`src/rtl/sound_bridge_pkg.sv`:
```
// Shared constants for the Z80-side sound command bridge.
// Build option: LATCH_FIFO_EN swaps the single command latch for a small FIFO.
package sound_bridge_pkg;

  localparam int IRQ_DIV_DEFAULT = 3200;
  localparam int BANK_W_DEFAULT  = 5;

  // {M1_n, IORQ_n} level that marks a Z80 interrupt-acknowledge cycle.
  localparam logic [1:0] ACK_ACTIVE = 2'b00;

endpackage

```
`src/rtl/sound_latch_bridge_edge_rise.sv`:
```
// One-register rising-edge detector for a level strobe.
// During reset the register tracks the strobe, so a strobe held across reset release never fires.
module edge_rise (
  input  logic clk,
  input  logic reset,
  input  logic level,
  output logic rise
);

  logic prev;

  always_ff @(posedge clk) begin
    prev <= level;
  end

  assign rise = level & ~prev & ~reset;

endmodule

```
`src/rtl/sound_latch_bridge.sv`:
```
// Z80-side responder for the 68k-to-sound command path: command latch, NMI, bank, DAC and periodic IRQ.
// Build option: define LATCH_FIFO_EN to replace the single command latch with a FIFO_DEPTH-entry FIFO.
module sound_latch_bridge
  import sound_bridge_pkg::*;
#(
  parameter int IRQ_DIV    = IRQ_DIV_DEFAULT,
  parameter int BANK_W     = BANK_W_DEFAULT,
  parameter int FIFO_DEPTH = 4
) (
  input  logic              clk,
  input  logic              reset,
  input  logic              m68k_latch_cs,
  input  logic [7:0]        m68k_din,
  input  logic              z80_latch_cs,
  input  logic              z80_latch_clr_cs,
  input  logic              z80_dac_cs,
  input  logic              z80_bank_set_cs,
  input  logic [7:0]        z80_din,
  input  logic              M1_n,
  input  logic              IORQ_n,
  output logic [7:0]        latch_dout,
  output logic              latch_pending,
  output logic              latch_overrun,
  output logic              z80_nmi_n,
  output logic              z80_irq_n,
  output logic [BANK_W-1:0] bank,
  output logic [7:0]        dac_out
);

  localparam int CNT_W = $clog2(IRQ_DIV);

  logic ack;
  logic wr_rise, rd_rise, clr_rise, dac_rise, bank_rise, ack_rise;
  logic unused_rd;

  assign ack       = ({M1_n, IORQ_n} == ACK_ACTIVE);
  assign unused_rd = rd_rise;

  edge_rise u_wr   (.clk(clk), .reset(reset), .level(m68k_latch_cs),    .rise(wr_rise));
  edge_rise u_rd   (.clk(clk), .reset(reset), .level(z80_latch_cs),     .rise(rd_rise));
  edge_rise u_clr  (.clk(clk), .reset(reset), .level(z80_latch_clr_cs), .rise(clr_rise));
  edge_rise u_dac  (.clk(clk), .reset(reset), .level(z80_dac_cs),       .rise(dac_rise));
  edge_rise u_bank (.clk(clk), .reset(reset), .level(z80_bank_set_cs),  .rise(bank_rise));
  edge_rise u_ack  (.clk(clk), .reset(reset), .level(ack),              .rise(ack_rise));

`ifdef LATCH_FIFO_EN
  localparam int PTR_W = $clog2(FIFO_DEPTH);

  logic [7:0]     mem [FIFO_DEPTH];
  logic [PTR_W-1:0] wr_ptr, rd_ptr;
  logic [PTR_W:0] count;
  logic           empty, full, push_ok, pop_ok;

  assign empty   = (count == '0);
  assign full    = (count == (PTR_W + 1)'(FIFO_DEPTH));
  assign pop_ok  = clr_rise & ~empty;
  // A pop in the same cycle frees a slot, so a push into a full FIFO is still accepted.
  assign push_ok = wr_rise & (~full | pop_ok);

  always_ff @(posedge clk) begin
    if (reset) begin
      wr_ptr        <= '0;
      rd_ptr        <= '0;
      count         <= '0;
      latch_overrun <= 1'b0;
    end else begin
      if (push_ok) begin
        mem[wr_ptr] <= m68k_din;
        wr_ptr      <= wr_ptr + 1'b1;
      end
      if (pop_ok) rd_ptr <= rd_ptr + 1'b1;
      if (push_ok && !pop_ok) count <= count + 1'b1;
      else if (!push_ok && pop_ok) count <= count - 1'b1;
      if (wr_rise && !push_ok) latch_overrun <= 1'b1;
    end
  end

  assign latch_dout    = empty ? 8'h00 : mem[rd_ptr];
  assign latch_pending = ~empty;
`else
  always_ff @(posedge clk) begin
    if (reset) begin
      latch_dout    <= 8'h00;
      latch_pending <= 1'b0;
      latch_overrun <= 1'b0;
    end else if (wr_rise) begin
      // A write coinciding with a clear wins: the new command stays pending.
      latch_dout    <= m68k_din;
      latch_pending <= 1'b1;
      if (latch_pending) latch_overrun <= 1'b1;
    end else if (clr_rise) begin
      latch_pending <= 1'b0;
    end
  end
`endif

  logic [CNT_W-1:0] irq_cnt;
  logic             wrap;

  assign wrap = (irq_cnt == CNT_W'(IRQ_DIV - 1));

  always_ff @(posedge clk) begin
    if (reset) begin
      irq_cnt   <= '0;
      z80_irq_n <= 1'b1;
      z80_nmi_n <= 1'b1;
      bank      <= '0;
      dac_out   <= 8'h00;
    end else begin
      irq_cnt   <= wrap ? '0 : irq_cnt + 1'b1;
      z80_nmi_n <= ~latch_pending;
      if (wrap) z80_irq_n <= 1'b0;
      else if (ack_rise) z80_irq_n <= 1'b1;
      if (bank_rise) bank <= z80_din[BANK_W-1:0];
      if (dac_rise) dac_out <= z80_din;
    end
  end

endmodule

```
`config.mk`:
```
export PLATFORM = sky130hd
export DESIGN_NAME = sound_latch_bridge
export DESIGN_NICKNAME = d
export VERILOG_FILES = /design/src/rtl/sound_bridge_pkg.sv /design/src/rtl/sound_latch_bridge_edge_rise.sv /design/src/rtl/sound_latch_bridge.sv
export SDC_FILE = /design/constraint.sdc
export NUM_CORES = 1
export LEC_CHECK = 0
export ABC_AREA = 1
export CORE_UTILIZATION = 40
export DETAILED_ROUTE_END_ITERATION = 8
export PLACE_DENSITY_LB_ADDON = 0.05
export SETUP_SLACK_MARGIN = 0.02
export SLEW_MARGIN = 20
export SYNTH_ARGS = -nofsm -noshare
export SYNTH_HDL_FRONTEND = slang
export SYNTH_SLANG_ARGS = --single-unit
```
`constraint.sdc`:
```
create_clock -name clk -period 1.3 [get_ports clk]
set_input_delay 0.26 -clock clk [delete_from_list [all_inputs] [get_ports clk]]
set_output_delay 0.26 -clock clk [all_outputs]
set_load 0.02 [all_outputs]
```
# == Word level (Yosys, flattened, before mapping) ==
# Cells that the tools add are included.
# classes
n_eq_ne,1
n_mux,4
bitwise,17
n_addsub,1
reduce_logical,5
# ops
op,n
$add A12 B1 Y12 const B,1
$eq A12 B12 Y1 const B,1
$and A1 B1 Y1,10
$not A1 Y1,7
$mux W1,4
$reduce_bool A2 Y1,2
$logic_not A2 Y1,1
$reduce_and A2 Y1,1
$reduce_or A2 Y1,1
# totals
regBits,42
out_inout_bits,25
in_bits,25
word_cells,41

# == Depth between registers and ports, before layout ==
# Gate-level depths: netlist of the first run.
# depth
word_depth,5
depth_mapped,7
ltp_nobuf,6

# == Hierarchy ==
# Synthesis of the first run repeated with hierarchy kept, for this count alone.
# hier_totals
hier_cells,199
area_unflattened_um2,1617.8
# by_module_without_submodules
mod,seq_area_each_um2,cells_each,area_per_inst_um2,instances
sound_latch_bridge,740.7,179,1448.9,1
edge_rise,20.0,4,33.8,5

# == Worst setup path after synthesis of the first run ==
# No wires, ideal clock.
# synth_path
path_kind,reg2reg
start,register irq_cnt[0]
end,register irq_cnt[6]
required_ps,1185
path_stages_with_launch,8
period_less_slack_ps,1193
arrival_ps,1078
setup_ps,115
setup_slack_ps,107
n_path_buf,1
path_cell_list,dfxtp_1 ha_1 nand2_1 nor2_4 nand3_2 nand2_2 buf_6 nor2_1
# synth_between
elab_chain_len,2
elab_cells_between_ends,3
classes_between,add/sub: 1; eq/ne: 1; reduce/logical: 1
# synth_rtl
element,line,rtl
from (decl),sound_latch_bridge.sv:97,logic [CNT_W-1:0] irq_cnt;
from (signal assigned),sound_latch_bridge.sv:110,irq_cnt <= wrap ? '0 : irq_cnt + 1'b1;
"parallel branches: the longest is 2 deep, another holds $add A12 B1 Y12",n/a,
# Several ways; the timed one is not identified.
# A chain may end at the register's enable or synchronous reset.

# == Worst setup path after layout of the first run ==
# layout_path
start,register latch_pending
end,output port latch_pending
# layout_rtl
element,line,rtl
from (decl),sound_latch_bridge.sv:22,"output logic latch_pending,"
from (signal assigned),sound_latch_bridge.sv:84,latch_pending <= 1'b0;
from (signal assigned),sound_latch_bridge.sv:89,latch_pending <= 1'b1;
from (signal assigned),sound_latch_bridge.sv:92,latch_pending <= 1'b0;
# No word-level cell between the ends.

==> results of run 1 <==
[cell type report]
class,count,share of cell area [%]
repair buffers,58,23.3
flip-flops and latches,42,37.2
inverters,20,3.48
multi-input cells,125,28.5
well taps,48,2.65
clock buffers,8,4.86
[routing by layer]
layer  GRT usage (%)  share of wire, %  vias up
met4            9.38               2.0        0
li1                -                 -      731
met1            18.4                42      670
met2            33.9                51       26
met5               0                 0        -
met3            7.14               5.3        8
[flip-flops by register name, indices dropped and copies added (netlist names)]
name and flops:
u_dac.prev 1, latch_pending 1, z80_irq_n 1, latch_dout 8, z80_nmi_n 1, u_clr.prev 1
u_bank.prev 1, latch_overrun 1, irq_cnt 12, bank 5, u_wr.prev 1, u_ack.prev 1
dac_out 8
[stage by stage]
stage / hold WS, ps / utilization, % / cells / setup slack (ps)
after global routing: 448 / 61.4 / 301 / 21.8
after floorplan: 288 / - / 191 / 107
final: 432 / 61.4 / 301 / 69.2
after detailed placement: 424 / 57.7 / 292 / -168
after global placement: 421 / 57.7 / 292 / -129
after CTS: 423 / 59.9 / 300 / 42.9
[worst max-delay path by stage]
stage	endpoint	slack, ps	depth (start not counted)
floorplan	irq_cnt[6]	110	7
global placement	latch_dout[4]	-130	6
detailed placement	latch_dout[3]	-170	6
CTS	irq_cnt[4]	40	5
global route	dac_out[6]	20	1
finish	latch_pending	70	1
[cell usage after synthesis]
master | n | area share, %
a21oi_1 | 14 | 4.5
clkbuf_2 | 1 | 0.32
clkinv_1 | 1 | 0.24
buf_6 | 1 | 0.73
xnor2_1 | 3 | 1.7
ha_1 | 1 | 0.81
nor2_2 | 1 | 0.41
or2_2 | 1 | 0.41
nor2_1 | 41 | 10
nand2_1 | 23 | 5.6
buf_2 | 2 | 0.65
dfxtp_1 | 42 | 55
nor2_4 | 2 | 1.5
xor2_1 | 2 | 1.1
clkbuf_1 | 1 | 0.24
o21ai_0 | 23 | 7.5
o22ai_1 | 1 | 0.41
inv_1 | 19 | 4.6
nand4_1 | 1 | 0.41
nand3_2 | 2 | 1.3
nor3_1 | 1 | 0.32
nand3_1 | 7 | 2.3
nand2_2 | 1 | 0.41
[report_power, final]
| group | total (mW) | switching [mW] | internal, mW |
|---|---|---|---|
| sequential | 1.39 | 0.0342 | 1.35 |
| combinational | 0.330 | 0.170 | 0.160 |
| clock | 0.959 | 0.423 | 0.536 |
[worst reg2reg max path, cell delays in order, from the launching register on]
cell,delay (ps)
dfxtp_2,360
ha_4,140
buf_4,110
nand3_2,100
or2_2,300
a21oi_2,110
[cell families after synthesis]
| kind of cell | after synthesis | share of synthesized area (%) |
|---|---|---|
| flip-flops | 42 | 54.5 |
| adder cells (fa/ha/maj) | 1 | 0.812 |
| AO/OA/AOI/OAI | 38 | 12.4 |
| AND/OR/NAND/NOR | 80 | 22.6 |
| XOR/XNOR | 5 | 2.84 |
| buffers and inverters | 25 | 6.82 |
[repair_timing]
item,in CTS,in global routing
pin swaps,0,2
gates resized for setup,26,13
gates cloned,0,1
setup endpoints to repair,32,16
==> results, run 1 <==
- For this run the aggregate overflow at the end of global routing stands at 0.
- Relative to the synthesized area, the layout overhead comes to 46.9%.
- The worst hold path cell count is 1.
- For this design the top-level I/O count stands at 50.
- Counting the buffers created by CTS gives 5.
- In this design, the largest share of critical-path delay is due to buffers and inverters.
- Synthesis produced a netlist whose cell count is 191.
- The final critical delay including setup and external delays is roughly 1200 ps.
- The TritonCTS clock tree is built.
- The area of combinational cells with multiple inputs is roughly 650 sq um.
- The share of post-route cells with drive strength above 1 is between 10 and 15%.
- The die covers around 4100 sq um.
- In the final layout, flip-flops and latches occupy around 840 sq um.
- The worst-case IR drop observed on VDD is 0.895 mV.
- The reported max-cap violation count is 0.
- Walking the worst path, the cells encountered are dlygate4sd2_1.
- The data required time of the critical path is approximately 1000 ps.
- Global routing used 18.7% of the available tracks.
- The critical path class is flop to output pin.
- The longest individual stage delay on the worst path is about 350 ps.
- The total length of routed wires is between 3 and 4 mm.
- The via density per instance is 4.77.
- The kind of path behind the tightest hold check is input port to flop.
- The longest clock path from root to sink contains 2 buffers.
- The first-pass GRT wire length is 5.87 mm.
- The proportion of synthesized chip area in sequential cells is a little over half.
- The repair_antennas step left the layout with diodes totalling 0.
- In this run the vertical extent of the chip is about 64 um.
- The synthesized cell area is ~1500 sq um.
- In this run the remaining antenna-violating nets after routing total 0.
- The floorplan row count is 22.
- Dividing total power by cell area gives a power density of roughly 1200 nW/um^2.
- Along the worst path, the maximum fanout reaches 2.
- The arrival time reported for the critical path endpoint is 970 ps.
- The critical path starts at latch_pending.
- The area of all placed cells without fillers is about 2300 sq um.
- The worst setup path is captured at an output pin.
- The HPWL after detailed placement is roughly 2.5 mm.
- The static power due to leakage is between 0.9 and 1 nW.
- Routability-driven placement finished with a final weighted congestion of around 0.76.
- In this run, distinct cell masters in the synthesized netlist total 23.
- In this run, the number of DRC markers left after iteration 0 of detailed routing was between 40 and 50.
- The worst path uses 94.7% of the clock period.
- The region available for standard cell placement spans ~3700 sq um.
- The net total in the final layout is around 280.
- The worst reg2reg path startpoint is irq_cnt[1].
- In this run the cell area measured after placement is between 2000 and 2500 sq um.
- The worst register-to-register path has a setup slack of 120 ps.
- The total of warnings raised by yosys is 0.
- The initial standard-cell utilization of the core is a little over two fifths.
- The number of hold-repair buffers added at the cts stage is 0.
- The total count of max-transition violations in the final report came to 0.
- The via count of the first global-routing pass is between 1,000 and 1,500.
- For the pin with the worst max-slew slack, the measured transition is between 300 and 400 ps.
- The detailed-route DRC error count is 0.
- The number of hold-slack violations in the final timing report is 0.
- Once the clock tree was built, the setup fixing pass inserted 0 buffers.
- The mean post-synth cell area is a little over 8 sq um.
- The clock latency on the worst-skew pair is 290 ps.
- The initial antenna violation count was 0.
- The count of input and output buffers is 48.
- The count of buffering cells on the critical path with inverters included is 1.
- Dividing the detail-routed wire length by the instance count gives ~11 um.
- Based on the critical path, the design can be clocked at up to 0.813 GHz.
- The filler cells instantiated in the layout total roughly 340.
- The cell at the slowest stage of the critical path is dlygate4sd2_1.
- Measured against its own limit, the worst slew margin works out to between 70% and 80%.
- Setup repair after global routing left no endpoint under its margin.
- Clock-pin slew was measured on the worst setup and hold paths at approximately 80 ps.
- The number of nets handed over by synthesis was between 200 and 250.
- The H-tree was split into 2 levels.
- The worst setup path is launched from a flop.
- From left edge to right edge, the die measures 64.1 um.
- For this design, the sink count on the clock tree is between 40 and 50.
- After routing, the total negative slack on setup checks comes to 0 ps.
- The overall power after layout is 2.68 mW.
- The path with the worst hold slack has its endpoint at u_clr.prev.
- Counting flops and latches in the post-synthesis netlist gives 42.
- Measured in cells, the most critical reg-to-reg path has a length of 5.
- The launch instance of the worst min-delay path is z80_latch_clr_cs.
- Before antenna repair, the detailed router went through 4 iterations.
- The top cell types in the final layout, fill and taps aside, are nor2_1 (40), dfxtp_1 (40), o21ai_0 (23), clkdlybuf4s50_1 (23), dlygate4sd2_1 (23).
- Setup violations remaining at the end of the flow were counted as 0.
- For the final database, setup skew stands at between 3 and 4 ps.
- Entering global routing, the biggest net connects 15 pins.
- The capturing point of the worst reg2reg path is irq_cnt[4].
- The flow ran to the end, and the final reports show no timing, DRC or antenna violations.
- The root buffer cell is clkbuf_8.
- The total number of vias is between 1,000 and 1,500.
No activity file was read; power rests on OpenSTA's default activity.
==> run 2: changes to the inputs <==
CTS_CLUSTER_SIZE = 8   (was not set)
SKIP_CTS_REPAIR_TIMING = 1   (was not set)
==> run 2 against run 1 <==
  * Clock power hardly changed
  * Combinational power is 6.7% higher
  * Fmax is 1.3% higher
  * Critical path type is now flop to flop
  * Critical path depth is 4 higher
  * First-iteration DRC count is 8.2% higher
==> results, run 2 (same netlist as run 1, synthesis figures left out) <==
- The count of buffering cells on the critical path with inverters included is 1 (unchanged).
- The via density per instance is 4.78 (+0.28%).
- The die area is 4110 sq um (unchanged).
- The total iterations of the first detailed-routing run was 4 (unchanged).
- The detailed-route DRC error count came to 0 (unchanged).
- The core area was 3690 sq um (unchanged).
- The count of cell instances traversed by the critical path is 5 (+4).
- The kind of path behind the tightest hold check is input port to flop.
- The vertical die dimension is 64.1 um (unchanged).
- The clock sink count is 42 (unchanged).
- The cell at the slowest stage of the critical path is dfxtp_2.
- The clock latency on the worst-skew pair is 290 ps (about the same).
- The total track usage came to 18.5% (-0.19 points).
- The flip-flop count of the largest register, all copies and words added was 12 (unchanged).
- The post-route clock skew was 2.43 ps (-1.07 ps).
- The peak supply drop is 0.895 mV (about the same).
- Traced cell by cell, the critical path runs through ha_2 -> buf_4 -> nand3_2 -> or2_2 -> a21oi_2.
- The detailed router's first-iteration violation count is 53 (+8.2%).
- The worst max-slew margin expressed relative to the limit is 80.5% (+0.75 points).
- The total congestion overflow is 0 (unchanged).
- Relative to the synthesized area, the layout overhead comes to 52.0%.
- The setup slack of the most critical reg-to-reg path is 80 ps (-40 ps).
- Setup repair after global routing could not meet its margin everywhere.
- The top cell types in the final layout, fill and taps aside, are nor2_1 (41), dfxtp_1 (40), dlymetal6s2s_1 (25), o21ai_0 (23), clkdlybuf4s50_1 (23).
- The beginning of the critical path is irq_cnt[1].
- The H-tree depth reported by CTS came to 2 (unchanged).
- The depth of the worst register-to-register path is 5 (unchanged).
- The maximum fanout count along the critical path is 3 (+1).
- The count of nets left with antenna violations after detail routing is 0 (unchanged).
- The data required time of the critical path is 1530 ps (+490 ps).
- The number of top-level pins is 50 (unchanged).
- The total length of routed wires is 3.47 mm (+1.2%).
- The total number of vias is 1,439 (+0.28%).
- The tree is rooted in a clkbuf_8.
- The floorplan row count is 22 (unchanged).
- The via count of the first global-routing pass was 1,444 (unchanged).
- The number of hold-slack violations in the final timing report came to 0 (unchanged).
- The kind of cell adding the most delay to the critical path is simple AND/OR/NAND/NOR gates.
- The capturing point of the worst reg2reg path is irq_cnt[4].
- The number of non-filler instances in the completed layout is 301 (unchanged).
- The final critical delay including setup and external delays came to 1220 ps (-15.4 ps).
- The number of buffers between clock root and the deepest sink was 2 (unchanged).
- The final count of negative-setup-slack endpoints is 0 (unchanged).
- TritonCTS built the clock tree.
- The maximum number of pins on one net before global-route repair is 15 (unchanged).
- The total count of max-transition violations in the final report is 0 (unchanged).
- The horizontal extent of the die is 64.1 um (unchanged).
- The portion of the clock cycle consumed by the worst path in the final layout is 93.5% (-1.2 points).
- The most common cell after layout, fill and taps aside is nor2_1.
- The initial standard-cell utilization of the core was 41.8% (unchanged).
- The HPWL after detailed placement is 2.49 mm (unchanged).
- The worst slack at placement came to -168 ps (unchanged).
- The areal power density over the cells is 1150 nW/um^2 (-2.7%).
- The first-pass GRT wire length is 5.82 mm (-0.94%).
- The share of post-route cells with drive strength above 1 is 13.0% (-0.40 points).
- The net total in the final layout is 278 (unchanged).
- The arrival time reported for the critical path endpoint is 1440 ps (+470 ps).
- The worst setup path is captured at a flop.
- The reported max-cap violation count was 0 (unchanged).
- The register with the most flip-flops is irq_cnt.
- The count of inserted antenna diode cells is 0 (unchanged).
- The longest individual stage delay on the worst path came to 340 ps (about the same).
- The count of input and output buffers is 48 (unchanged).
- The weighted congestion at the end of routability-driven global placement came to 0.764 (unchanged).
- The total clock buffers created by CTS is 5 (unchanged).
- The largest registers in the layout are irq_cnt (12), dac_out (8), latch_dout (8).
- The critical path class is flop to flop.
- The worst reg2reg path startpoint is irq_cnt[1].
- The most critical setup path has its endpoint at irq_cnt[4].
- The fmax came to 0.823 GHz (+1.3%).
- The worst setup path is launched from a flop.
- The run finished with clean final reports.
- The static power due to leakage was 1.26 nW (+29%).
- The cell count after placement is 292 (unchanged).
- The actual transition at the worst max-transition pin was 293 ps (-11.2 ps).
- The initial antenna violation count came to 0 (unchanged).
- The worst-case setup margin in the final layout came to 84.7 ps (+15.4 ps).
- The wire length per cell is 11.5 um (+1.2%).
- The clock-pin slew on the worst setup and hold paths came to 70 ps (about the same).
run 2: cell types whose count changed in the layout (fill, tap and decap cells not counted):
cell             before  now
nor2_1               40   41
dlymetal6s2s_1        0   25
ha_2                  0    1
nor2_2                2    1
ha_4                  1    0
dlygate4sd2_1        23    0
clkdlybuf4s15_1       2    0
run 2: worst min path at each step:
stage,startpoint,endpoint,slack (ps),cells past startpoint
global placement,latch_pending,z80_nmi_n,420,1
CTS,z80_latch_clr_cs,u_clr.prev,420,1
global route,z80_latch_clr_cs,u_clr.prev,450,1
finish,z80_latch_clr_cs,u_clr.prev,430,1
floorplan,z80_bank_set_cs,u_bank.prev,290,0
detailed placement,latch_pending,z80_nmi_n,420,1
run 2: metal layers:
| metal | routed length (um) | vias to the layer above | track usage [%] |
|---|---|---|---|
| li1 | - | 728 | - |
| met1 | 1410 | 675 | 18.3 |
| met2 | 1820 | 26 | 33.4 |
| met3 | 168 | 10 | 7.14 |
| met4 | 76 | 0 | 9.38 |
| met5 | 0 | - | 0 |
run 2: layout make-up:
type	instances	area (sq um)
clock buffers	8	110
fillers	323	1350
inverters	20	78.8
multi-input cells	125	633
flip-flops and latches	42	843
well taps	48	60.1
repair buffers	58	618
run 2: power breakdown:
part           internal, mW  total [mW]  switching (mW)
Clock                 0.536       0.959           0.423
Sequential             1.35        1.38          0.0317
Combinational         0.181       0.352           0.171
Total                  2.07        2.69           0.625
run 2: metrics by stage:
step	utilization [%]	setup TNS [ps]	instance area [sq um]	hold slack (ps)	total power, mW
5_1_grt	63.5	0	2340	448	2.83
2_1_floorplan	-	0	1540	288	1.56
6_report	63.5	0	2340	433	2.69
3_5_place_dp	57.7	-1920	2130	424	1.77
3_3_place_gp	57.7	-1290	2130	421	1.76
4_1_cts	60.7	-5190	2240	423	2.73
run 2: worst reg2reg max path, delay by kind of cell (launching register included):
family | cells | cell delay (ps)
flip-flops | 1 | 340
AO/OA/AOI/OAI | 1 | 110
AND/OR/NAND/NOR | 2 | 400
adder cells (fa/ha/maj) | 1 | 180
buffers and inverters | 1 | 120
==> run 3: changes to the inputs <==
MAX_ROUTING_LAYER = met4   (was not set)
clock period = 1.08 ns   (was 1.3 ns; I/O delays follow)
==> run 3 against run 2 <==
  * Register-to-register slack lost 160 ps
  * Worst setup slack worse by 160 ps
  * The run now ends with negative setup slack left
  * Flip-flop and latch count stayed put
  * Cell area decreased by 2.8%
  * Sequential share of layout area up 1.2 points
  * Core utilization is 1.8 points lower
  * Fmax is 5.2% higher
  * Clock-buffer cell count down 1
  * First-iteration DRC count rose by 1.9%
  * Worst hold slack worse by 370 ps
  * Critical endpoint is now irq_cnt[2]
==> results, run 3 (same netlist as run 1, synthesis figures left out) <==
- The flow ran to the end, but the final reports show violations.
- The final reports fail on negative setup slack.
- The HPWL after detailed placement was 2.65 mm (+6.2%).
- The static power due to leakage is 0.989 nW (-21%).
- The worst hold path begins at z80_dac_cs.
- The actual transition at the worst max-transition pin is 220 ps (-73.1 ps).
- The utilization of the core after routing is 61.7% (-1.8 points).
- The depth of the worst register-to-register path is 6 (+1).
- The endpoint identified for the worst register-to-register timing path is irq_cnt[2].
- The detailed-route DRC error count is 0 (unchanged).
- The via count of the first global-routing pass is 1,400 (-3.0%).
- The total iterations of the first detailed-routing run is 6 (+2).
- The register with the most flip-flops in the final layout is irq_cnt.
- The H-tree depth reported by CTS is 2 (unchanged).
- The vertical die dimension is 64.1 um (unchanged).
- The worst-case setup margin in the final layout is -75.7 ps (-160 ps).
- The areal power density over the cells is 1320 nW/um^2 (+15%).
- The first-pass GRT wire length was 5.82 mm (unchanged).
- The number of buffers between clock root and the deepest sink is 2 (unchanged).
- The maximum number of pins on one net before global-route repair was 16 (+1).
- The total number of vias is 1,475 (+2.5%).
- The total congestion overflow was 0 (unchanged).
- The portion of the clock cycle consumed by the worst path in the final layout is 107% (+14 points).
- The peak supply drop is 0.772 mV (-14%).
- The most common cell after layout, fill and taps aside is dfxtp_1.
- The count of nets left with antenna violations after detail routing is 0 (unchanged).
- The die area is 4110 sq um (unchanged).
- The maximum fanout count along the critical path came to 6 (+3).
- The total clock buffers created by CTS is 5 (unchanged).
- The area of all placed cells without fillers was 2280 sq um (-2.8%).
- The setup slack of the most critical reg-to-reg path was -80 ps (-160 ps).
- The core area is 3690 sq um (unchanged).
- The fmax is 0.865 GHz (+5.2%).
- The number of fill cells was 354 (+9.6%).
- The count of input and output buffers is 48 (unchanged).
- The critical path endpoint category is a flop.
- The TritonCTS clock tree is built.
- In the final layout, the registers with the most flip-flops are irq_cnt (12), dac_out (8), latch_dout (8).
- The floorplan row count is 22 (unchanged).
- The total count of max-transition violations in the final report is 0 (unchanged).
- The reported max-cap violation count is 0 (unchanged).
- Setup repair after global routing could not meet its margin everywhere.
- The detailed router's first-iteration violation count was 54 (+1.9%).
- The worst hold path cell count is 1 (unchanged).
- The via density per instance is 4.74 (-0.79%).
- The number of top-level pins is 50 (unchanged).
- The count of inserted antenna diode cells is 0 (unchanged).
- The post-route clock skew came to 1.96 ps (-0.473 ps).
- The data required time of the critical path came to 1260 ps (-270 ps).
- The relative contribution of sequential cells to total power came to 55.5% (+4.2 points).
- The signed area change from the synthesized netlist to the final layout is 47.7%.
- The initial standard-cell utilization of the core was 41.8% (unchanged).
- The end of the worst hold path is u_dac.prev.
- The total length of routed wires is 3.70 mm (+6.7%).
- The total track usage is 19.0% (+0.41 points).
- The net total in the final layout came to 289 (+4.0%).
- The wire length per cell is 11.9 um (+3.3%).
- The clock-pin slew on the worst setup and hold paths is 70 ps (about the same).
- The standard cell area after detailed placement was 2200 sq um (+3.6%).
- The flip-flop count of the largest register, all copies and words added is 12 (unchanged).
- The number of hold-slack violations in the final timing report is 0 (unchanged).
- The weighted congestion at the end of routability-driven global placement came to 0.819 (+7.3%).
- Leaving out fill and tap cells, the most frequent cells in the layout are dfxtp_1 (38), nor2_1 (32), o21ai_0 (23), clkbuf_2 (23), nand2_1 (22).
- The clock sink count came to 42 (unchanged).
- The worst max-slew margin expressed relative to the limit was 85.3% (+4.9 points).
- The relative contribution of combinational cells to total power is 13.8% (+0.7 points).
- The worst register-to-register path begins at irq_cnt[1].
- The arrival time reported for the critical path endpoint is 1330 ps (-110 ps).
- The internal power summed over all cells is 2.27 mW (+9.8%).
- The clock share of power was 30.7% (-4.9 points).
- The root buffer cell is clkbuf_8.
- The final count of negative-setup-slack endpoints was 13 (+13).
- The horizontal extent of the die is 64.1 um (unchanged).
- The proportion of total power due to net switching is 24.6% (+1.4 points).
- The startpoint type of the worst setup path is a flop.
- The critical path class is flop to flop.
- The setup TNS is -660 ps (-660 ps).
- The switching power total was 742 uW (+19%).
- The clock latency on the worst-skew pair is 280 ps (about the same).
- The final critical delay including setup and external delays was 1160 ps (-59.6 ps).
- The share of post-route cells with drive strength above 1 is 29.7% (+17 points).
- The min-delay analysis places its worst path in the category input port to flop.
- The initial antenna violation count is 0 (unchanged).
-- run 3: cell count changes in the layout (fill, tap and decap cells not counted), moves of 2 or more --
cell / change
clkdlybuf4s50_1: -3
nor2_2: +8
clkbuf_8: -3
dlymetal6s2s_1: -21
clkbuf_2: +23
dfxtp_1: -2
dfxtp_2: +2
buf_4: +7
clkbuf_1: +2
buf_6: +3
nor2_1: -9
-- run 3: worst max-delay path by stage --
stage | cells after the start | slack, ps | start | endpoint
floorplan | 7 | -30 | irq_cnt[0] | irq_cnt[10]
global placement | 6 | -270 | m68k_latch_cs | latch_dout[2]
detailed placement | 6 | -340 | m68k_latch_cs | latch_dout[0]
CTS | 1 | -390 | latch_overrun | latch_overrun
global route | 6 | -130 | irq_cnt[1] | irq_cnt[2]
finish | 6 | -80 | irq_cnt[1] | irq_cnt[2]
-- run 3: power by group through the flow --
| stage | Combinational, mW | Clock, mW | Sequential [mW] |
|---|---|---|---|
| 6_report | 0.417 | 0.925 | 1.67 |
| 5_1_grt | 0.455 | 1.01 | 1.68 |
| 4_1_cts | 0.447 | 0.954 | 1.67 |
| 3_5_place_dp | 0.445 | 0 | 1.70 |
| 3_3_place_gp | 0.433 | 0 | 1.70 |
| 2_1_floorplan | 0.117 | 0 | 1.77 |
-- run 3: per-stage QoR --
step                worst slack [ps]  power, mW  cells  hold WS (ps)
finish                         -75.7       3.01    311          62.5
global route                    -128       3.15    311          62.3
CTS                             -393       3.07    307           389
detailed placement              -345       2.15    300           448
global placement                -270       2.13    300           445
floorplan                      -26.5       1.89    191           244
-- run 3: final cells by class --
type	instances	area [sq um]	share of cell area, %
clock buffers	7	76.3	3.35
inverters	20	81.3	3.57
multi-input cells	125	674	29.6
flip-flops and latches	42	846	37.1
well taps	48	60.1	2.64
repair buffers	68	532	23.4
repair inverters	1	7.51	0.330
-- run 3: layer usage --
metal  track usage (%)  vias up  routed length (um)
met3              5.36        6                 147
met5                 -        -                   0
met1              20.7      692                1580
met2              32.3       27                1930
li1                  -      750                   -
met4              7.67        0                  51
-- run 3: critical path, cell delays in order, from the launching register on --
cell and delay (ps):
dfxtp_2 350, ha_4 160, nand2_4 50, nor2_4 160, nand3_4 110, nand2_2 150
nor2_1 60
